$ cat src/rtl/design_sel_frontend.sv
// Pad-input front end: synchronises the raw pads and debounces the design-select pins.
// On every new selection it parks the pads on design 0 and holds the new design in reset before releasing it.
module design_sel_frontend #(
   parameter int SYNC_STAGES     = 2,
   parameter int DEBOUNCE_CYCLES = 1024,
   parameter int STRETCH_CYCLES  = 16
) (
   input  logic        clk_i,
   input  logic        rst_n,
   input  logic [41:0] io_in,
   input  logic [2:0]  sel_in,
   output logic [41:0] io_in_buffered,
   output logic [2:0]  design_sel_buffered,
   output logic        rst_override_n,
   output logic        sel_changed
);

   localparam int DW = (DEBOUNCE_CYCLES > 1) ? $clog2(DEBOUNCE_CYCLES) : 1;
   localparam int SW = $clog2(STRETCH_CYCLES + 1);
   localparam logic [DW-1:0] DCNT_LAST = DW'(DEBOUNCE_CYCLES - 1);
   localparam logic [SW-1:0] SCNT_LAST = SW'(STRETCH_CYCLES - 1);

   typedef enum logic [1:0] {ST_WAIT, ST_PARK, ST_HOLD, ST_RUN} state_t;

   logic [SYNC_STAGES-1:0][41:0] io_sync;
   logic [SYNC_STAGES-1:0][2:0]  sel_sync_chain;
   logic [2:0]                   sel_sync;
   logic [2:0]                   cand;
   logic [DW-1:0]                dcnt;
   logic [2:0]                   sel_stable;
   logic                         stable_valid;

   state_t        state, state_nxt;
   logic [SW-1:0] scnt, scnt_nxt;
   logic [2:0]    dsb_nxt;
   logic          rst_ovr_nxt;
   logic          chg_nxt;

   // NOTE: clocked state uses non-blocking assignments so every flop samples pre-edge values.
   always_ff @(posedge clk_i) begin
      if (!rst_n) begin
         io_sync        <= '0;
         sel_sync_chain <= '0;
      end else begin
         io_sync        <= {io_sync[SYNC_STAGES-2:0], io_in};
         sel_sync_chain <= {sel_sync_chain[SYNC_STAGES-2:0], sel_in};
      end
   end

   assign io_in_buffered = io_sync[SYNC_STAGES-1];
   assign sel_sync       = sel_sync_chain[SYNC_STAGES-1];

   // Any disagreement restarts the count; the counter saturates once the value is accepted.
   always_ff @(posedge clk_i) begin
      if (!rst_n) begin
         cand         <= '0;
         dcnt         <= '0;
         sel_stable   <= '0;
         stable_valid <= 1'b0;
      end else if (sel_sync != cand) begin
         cand <= sel_sync;
         dcnt <= '0;
      end else if (dcnt != DCNT_LAST) begin
         dcnt <= dcnt + 1'b1;
      end else begin
         sel_stable   <= cand;
         stable_valid <= 1'b1;
      end
   end

   // NOTE: every signal assigned here gets a default first, so no path leaves one unassigned (no latch).
   always_comb begin
      state_nxt   = state;
      scnt_nxt    = scnt;
      dsb_nxt     = design_sel_buffered;
      rst_ovr_nxt = rst_override_n;
      chg_nxt     = 1'b0;
      case (state)
         ST_WAIT: begin
            dsb_nxt     = '0;
            rst_ovr_nxt = 1'b0;
            if (stable_valid) begin
               state_nxt = ST_PARK;
               scnt_nxt  = '0;
            end
         end
         ST_PARK: begin
            dsb_nxt     = '0;
            rst_ovr_nxt = 1'b0;
            if (scnt == SCNT_LAST) begin
               dsb_nxt   = sel_stable;
               chg_nxt   = 1'b1;
               scnt_nxt  = '0;
               state_nxt = ST_HOLD;
            end else begin
               scnt_nxt = scnt + 1'b1;
            end
         end
         ST_HOLD: begin
            rst_ovr_nxt = 1'b0;
            if (sel_stable != design_sel_buffered) begin
               dsb_nxt   = '0;
               scnt_nxt  = '0;
               state_nxt = ST_PARK;
            end else if (scnt == SCNT_LAST) begin
               rst_ovr_nxt = 1'b1;
               state_nxt   = ST_RUN;
            end else begin
               scnt_nxt = scnt + 1'b1;
            end
         end
         ST_RUN: begin
            rst_ovr_nxt = 1'b1;
            // Drop reset and the selection together so the select never moves while released.
            if (sel_stable != design_sel_buffered) begin
               rst_ovr_nxt = 1'b0;
               dsb_nxt     = '0;
               scnt_nxt    = '0;
               state_nxt   = ST_PARK;
            end
         end
         default: state_nxt = ST_WAIT;
      endcase
   end

   always_ff @(posedge clk_i) begin
      if (!rst_n) begin
         state               <= ST_WAIT;
         scnt                <= '0;
         design_sel_buffered <= '0;
         rst_override_n      <= 1'b0;
         sel_changed         <= 1'b0;
      end else begin
         state               <= state_nxt;
         scnt                <= scnt_nxt;
         design_sel_buffered <= dsb_nxt;
         rst_override_n      <= rst_ovr_nxt;
         sel_changed         <= chg_nxt;
      end
   end

endmodule

$ cat config.mk
export PLATFORM = sky130hd
export DESIGN_NAME = design_sel_frontend
export DESIGN_NICKNAME = d
export VERILOG_FILES = /design/src/rtl/design_sel_frontend.sv
export SDC_FILE = /design/constraint.sdc
export NUM_CORES = 1
export LEC_CHECK = 0
export CAP_MARGIN = 5
export CORE_MARGIN = 2
export CORE_UTILIZATION = 41
export CTS_CLUSTER_SIZE = 24
export DETAILED_ROUTE_END_ITERATION = 6
export PLACE_DENSITY = 0.73
export SYNTH_ARGS = -nofsm -noshare
export SYNTH_HDL_FRONTEND = slang
export SYNTH_SLANG_ARGS = --single-unit
$ cat constraint.sdc
create_clock -name clk_i -period 3 [get_ports clk_i]
set_input_delay 0.6 -clock clk_i [delete_from_list [all_inputs] [get_ports clk_i]]
set_output_delay 0.6 -clock clk_i [all_outputs]
set_load 0.005 [all_outputs]
==> qor.txt, run 1 <==
Async S/R FF share, synth -> 0%
ANT cells -> 0
placed wire-length estimate -> 4.80 mm
power density over the cells -> 706 nW/um2
TritonCTS clock tree -> yes
overall die width -> 106 um
Layout Nets -> 507
Worst Hold Path EP -> io_in_buffered[13]$_SDFF_PN0_
H-tree depth -> 4
Initial Util -> 41.5%
port buffer count -> 93
start point of the worst hold path -> io_sync[13]$_SDFF_PN0_
WP data arrival -> 1430 ps
Post-CTS Hold Fix Bufs -> 0
Hold/Removal Path Class -> reg2reg
max frequency -> 493 MHz
delay-heaviest family, CP -> buffers and inverters
Final Critical Period -> 2030 ps
Placement Rows -> 37
max_slew headroom -> 68.9%
wire length per cell -> 11.6 um
CP Buf/Inv Count -> 1
fin crit share -> 67.6%
1st-iter DRT viols -> 65
CP max stage cell -> clkdlybuf4s50_1
Synth Instances -> 393
Clock transition at path regs -> 60 ps
vias in the first global route -> 2554
Congestion Overflow GR -> 0
Max stage delay on crit path -> 530 ps
Clock Sink Count -> 119
cell leakage power -> 2.21 nW
area delta synth->final -> 31.9%
Vias -> 2671
Worst Max-Slew Pin Slew -> 465 ps
post-cts sizing count -> 0
CTS buffer count -> 17
clk root buf -> clkbuf_8
Post-synth EDFFs -> 0
footprint of the multi-input gates -> 1450 um2
filler cell count -> 901
main area contributors after synthesis -> dfxtp_1 (56%), and2_1 (14%), buf_4 (7.5%)
Post-CTS Setup Inserts -> 0
TritonRoute pass-1 iters -> 5
Skew-Pair Late Insertion Delay -> 510 ps
post-synthesis cell area -> 4230 um2
Cell variety after synth -> 42
FF+latch area -> 2380 um2
worst hold slack -> 428 ps
most common cell after layout, fill and taps aside -> dfxtp_1
RR Endpoint -> scnt[4]$_SDFFE_PN0P_
top_reg_cell synth -> dfxtp_1
crit-path cells -> clkdlybuf4s50_1
Die Y-Extent -> 106 um
MaxCap Viol Count -> 0
Worst EP required -> 2400 ps
area leader, netlist -> dfxtp_1
worst r2r path cells -> 8
CP Launch Type -> flip-flop
unrepaired setup endpoints after global routing -> no
Syn. warnings -> 0
status -> finished clean
Final GP Congestion -> 0.822
total track usage -> 13.2%
initial antenna violation count -> 0
Die ar. -> 11100 um2
Core Area -> 10200 um2
vias per cell -> 4.45
placed cells -> 568
Syn Area/Cell -> 10.8 um2
Antenna Violating Nets Remaining -> 0
clock skew -> 17.8 ps
register area share after synthesis -> 56.3%
hold path depth -> 1
r2r setup slk -> 990 ps
commonest cells after routing, fill and taps aside -> dfxtp_1 (119), and2_1 (94), clkdlybuf4s50_1 (92)
Final Hold Vio Count -> 0
critical path type -> reg2out
Yosys top cell area share -> 56.3%
count of final setup violators -> 0
final WL -> 6.97 mm
VDD IR max -> 0.396 mV
Post-Layout Cell Count -> 600
Post-Syn Nets -> 449
Ports -> 94
Slew Limit Fails -> 0
# DRC -> 0
FF+latch count, synth -> 119
Total Negative Setup Slacks -> 0 ps
pin count of the biggest net entering global routing -> 70
crit path max fanout -> 4
ratio of cells with drive above 1 in the final layout -> 9.70%
worst reg2reg path startpoint -> scnt[0]$_SDFFE_PN0P_
first-pass GRT wire length -> 11.5 mm
Crit. End Element -> output pin
CTS Buffer Depth -> 2
[layer usage]
metal  global-route usage, %  share of wire (%)
met4                    5.64                1.2
met3                    7.73                9.2
met1                    14.6                 42
met2                    20.6                 47
met5                       0                  0
[cells in the mapped netlist (6+ instances only)]
master,instances
ha_1,9
nor2_1,11
dfxtp_1,119
mux2i_1,7
inv_1,6
xnor2_1,8
clkbuf_1,13
nand2_1,18
buf_4,42
a21oi_1,6
nand3_1,11
and2_1,94
[registers in the layout (all words and copies together), names as in the netlist]
signal / flops
sel_changed: 1
state: 2
io_in_buffered: 42
design_sel_buffered: 3
cand: 3
io_sync: 42
rst_override_n: 1
sel_stable: 3
sel_sync: 3
stable_valid: 1
scnt: 5
dcnt: 10
sel_sync_chain: 3
[cells by family (layout without fill, tap and decap cells)]
| group | after synthesis | count (layout) | synth area share [%] |
|---|---|---|---|
| adders and majority gates | 9 | 9 | 2.66 |
| xor gates and xnor gates | 13 | 13 | 2.69 |
| muxes | 7 | 7 | 1.66 |
| AOI/OAI and AO/OA | 27 | 27 | 5.59 |
| and+or+nand+nor | 156 | 156 | 21.7 |
| DFF | 119 | 119 | 56.3 |
| buffers and inverters | 62 | 133 | 9.41 |
[through the flow]
step                      worst slack (ps)  total power, mW  utilization, %  area (um2)
final                                  971             3.94            54.8        5580
after global routing                   822             4.09            54.8        5580
after CTS                              934             3.98            54.8        5580
after detailed placement              1010             1.91            48.8        4970
after global placement                1080             1.90            48.8        4970
after floorplan                       1290             1.82               -        4230
[power breakdown]
group	total, mW	switching, mW	internal, mW
sequential	1.66	0.0195	1.64
combinational	0.211	0.0759	0.135
clock	2.06	0.752	1.31
total	3.94	0.847	3.09
[how the worst max path moves through the flow]
stage	from	endpoint	cells after the start
global route	scnt[0]$_SDFFE_PN0P_	scnt[4]$_SDFFE_PN0P_	8
floorplan	scnt[0]$_SDFFE_PN0P_	scnt[4]$_SDFFE_PN0P_	8
global placement	scnt[0]$_SDFFE_PN0P_	scnt[4]$_SDFFE_PN0P_	8
detailed placement	scnt[0]$_SDFFE_PN0P_	scnt[4]$_SDFFE_PN0P_	8
CTS	design_sel_buffered[2]$_SDFFE_PN0P_	design_sel_buffered[2]	1
finish	design_sel_buffered[2]$_SDFFE_PN0P_	design_sel_buffered[2]	1
[layout make-up]
type / instances / area share (%)
Clock buffer: 18 / 7.67
Clock inverter: 14 / 3.36
Inverter: 6 / 0.403
Multi-Input combinational cell: 212 / 26.0
Sequential cell: 119 / 42.7
Tap cell: 136 / 3.05
Timing Repair Buffer: 95 / 16.9
(Power assumes the default switching activity.)
==> inputs of run 2 (changes only) <==
--- a/config.mk
+++ b/config.mk
@@ -10,7 +10,7 @@
 export CORE_UTILIZATION = 41
 export CTS_CLUSTER_SIZE = 24
 export DETAILED_ROUTE_END_ITERATION = 6
-export PLACE_DENSITY = 0.73
+export PLACE_DENSITY = 0.76
 export SYNTH_ARGS = -nofsm -noshare
 export SYNTH_HDL_FRONTEND = slang
 export SYNTH_SLANG_ARGS = --single-unit
==> constraint.sdc (replaced) <==
create_clock -name clk_i -period 1.8 [get_ports clk_i]
set_input_delay 0.36 -clock clk_i [delete_from_list [all_inputs] [get_ports clk_i]]
set_output_delay 0.36 -clock clk_i [all_outputs]
set_load 0.005 [all_outputs]
==> run 2 against run 1 <==
Setup slack lost 900 ps. Core utilization grew 0.75 points. Largest cell class unchanged. Clock skew shrank 7.9 ps. Largest power group unchanged.
==> qor.txt, run 2 (synthesis gave the netlist of run 1 again) <==
max_slew headroom -> 69.8%
final WL -> 7.22 mm
status -> finished clean
critical path type -> reg2reg
power density over the cells -> 1150 nW/um2
max frequency -> 577 MHz
Die ar. -> 11100 um2
placed wire-length estimate -> 4.92 mm
Final Critical Period -> 1730 ps
first-pass GRT wire length -> 12.6 mm
count of final setup violators -> 0
Max stage delay on crit path -> 370 ps
TritonRoute pass-1 iters -> 4
Die Y-Extent -> 106 um
Total Negative Setup Slacks -> 0 ps
Ports -> 94
initial antenna violation count -> 0
Final Hold Vio Count -> 0
CTS buffer count -> 17
Post-Layout Cell Count -> 605
TritonCTS clock tree -> yes
area delta synth->final -> 33.7%
ANT cells -> 0
clock skew -> 9.85 ps
Clock Sink Count -> 119
overall die width -> 106 um
clk root buf -> clkbuf_8
1st-iter DRT viols -> 91
WP data arrival -> 2140 ps
crit path max fanout -> 5
VDD IR max -> 0.736 mV
CTS Buffer Depth -> 2
most common cell after layout, fill and taps aside -> dfxtp_1
Placement Rows -> 37
Final GP Congestion -> 0.781
ratio of cells with drive above 1 in the final layout -> 12.6%
total track usage -> 14.2%
commonest cells after routing, fill and taps aside -> dfxtp_1 (112), and2_1 (94), clkdlybuf4s50_1 (91)
vias per cell -> 4.48
Crit. End Element -> flip-flop
cell leakage power -> 2.26 nW
vias in the first global route -> 2765
crit-path cells -> inv_1 -> ha_1 -> nand2_1 -> o41ai_4 -> o211ai_2 -> o211ai_1
Clock transition at path regs -> 60 ps
port buffer count -> 93
CP Launch Type -> flip-flop
dpl cell area -> 4990 um2
Post-Layout Inst Area -> 5660 um2
Worst EP required -> 2210 ps
# DRC -> 0
CP max stage cell -> o41ai_4
H-tree depth -> 4
wire length per cell -> 11.9 um
Vias -> 2709
Antenna Violating Nets Remaining -> 0
Initial Util -> 41.5%
fin crit share -> 96.3%
Slew Limit Fails -> 0
pin count of the biggest net entering global routing -> 101
Hold/Removal Path Class -> in2reg
placed cells -> 570
Core Area -> 10200 um2
Layout Nets -> 512
Congestion Overflow GR -> 0
MaxCap Viol Count -> 0
Worst Max-Slew Pin Slew -> 451 ps
Total Power -> 6.52 mW
r2r setup slk -> 70 ps
Skew-Pair Late Insertion Delay -> 500 ps
## run 2: cell types whose count changed in the layout (fill, tap and decap cells not counted), moves of 2 or more
| cell | delta |
|---|---|
| clkinv_4 | +4 |
| dfxtp_1 | -7 |
| ha_1 | -2 |
| inv_6 | -3 |
| dfxtp_2 | +7 |
| buf_4 | +4 |
| inv_8 | -2 |
## run 2: final timing paths
kind,startpoint,end,cells after the start
max,state[0]$_SDFFE_PN0P_,scnt[3]$_SDFFE_PN0P_,6
min reg2reg,sel_sync_chain[1]$_SDFF_PN0_,sel_sync[1]$_SDFF_PN0_,1
max reg2reg,state[0]$_SDFFE_PN0P_,scnt[3]$_SDFFE_PN0P_,6
min,rst_n,scnt[1]$_SDFFE_PN0P_,3
## run 2: per-layer routing
layer	global-route usage, %	share of wire, %	up-vias
met1	15.4	41	1257
li1	-	-	1364
met2	23.1	49	79
met5	0	0	-
met4	5.83	1.2	0
met3	7.73	8.5	9
## run 2: stage by stage
step / utilization, % / setup WS (ps) / hold slack (ps)
after floorplan: - / 89.7 / 412
final: 55.6 / 67.2 / 272
after global placement: 49.0 / 52.5 / 413
after detailed placement: 49.0 / -16.2 / 417
after CTS: 55.2 / -17.6 / 253
after global routing: 55.6 / -5.69 / 263
## run 2: where the power goes
group	total (mW)	switching [mW]	internal (mW)
combinational	0.366	0.131	0.235
clock	3.38	1.18	2.20
sequential	2.77	0.0320	2.74
total	6.52	1.34	5.18
## run 2: worst max-delay path, delay by kind of cell, from the launching register on
kind,cells,cell delay [ps]
buffers and inverters,1,70
adder cells (fa/ha/maj),1,320
AND/OR/NAND/NOR,1,110
flip-flops,1,360
AO/OA/AOI/OAI,3,790
## run 2: what timing repair did
action                                 in CTS  in global routing
resized for setup                           3                  9
hold buffers                                0                  0
pin swaps                                   1                  3
setup endpoints to repair                   3                  6
endpoints found under the hold margin       0                  0
setup buffers                               2                  1
## run 2: cell type report
| type | count | area [um2] |
|---|---|---|
| Clock inverter | 12 | 166 |
| Tap cell | 136 | 170 |
| Clock buffer | 20 | 445 |
| Fill cell | 868 | 4530 |
| Multi-Input combinational cell | 212 | 1470 |
| Inverter | 6 | 22.5 |
| Sequential cell | 119 | 2390 |
| Timing Repair Buffer | 100 | 993 |
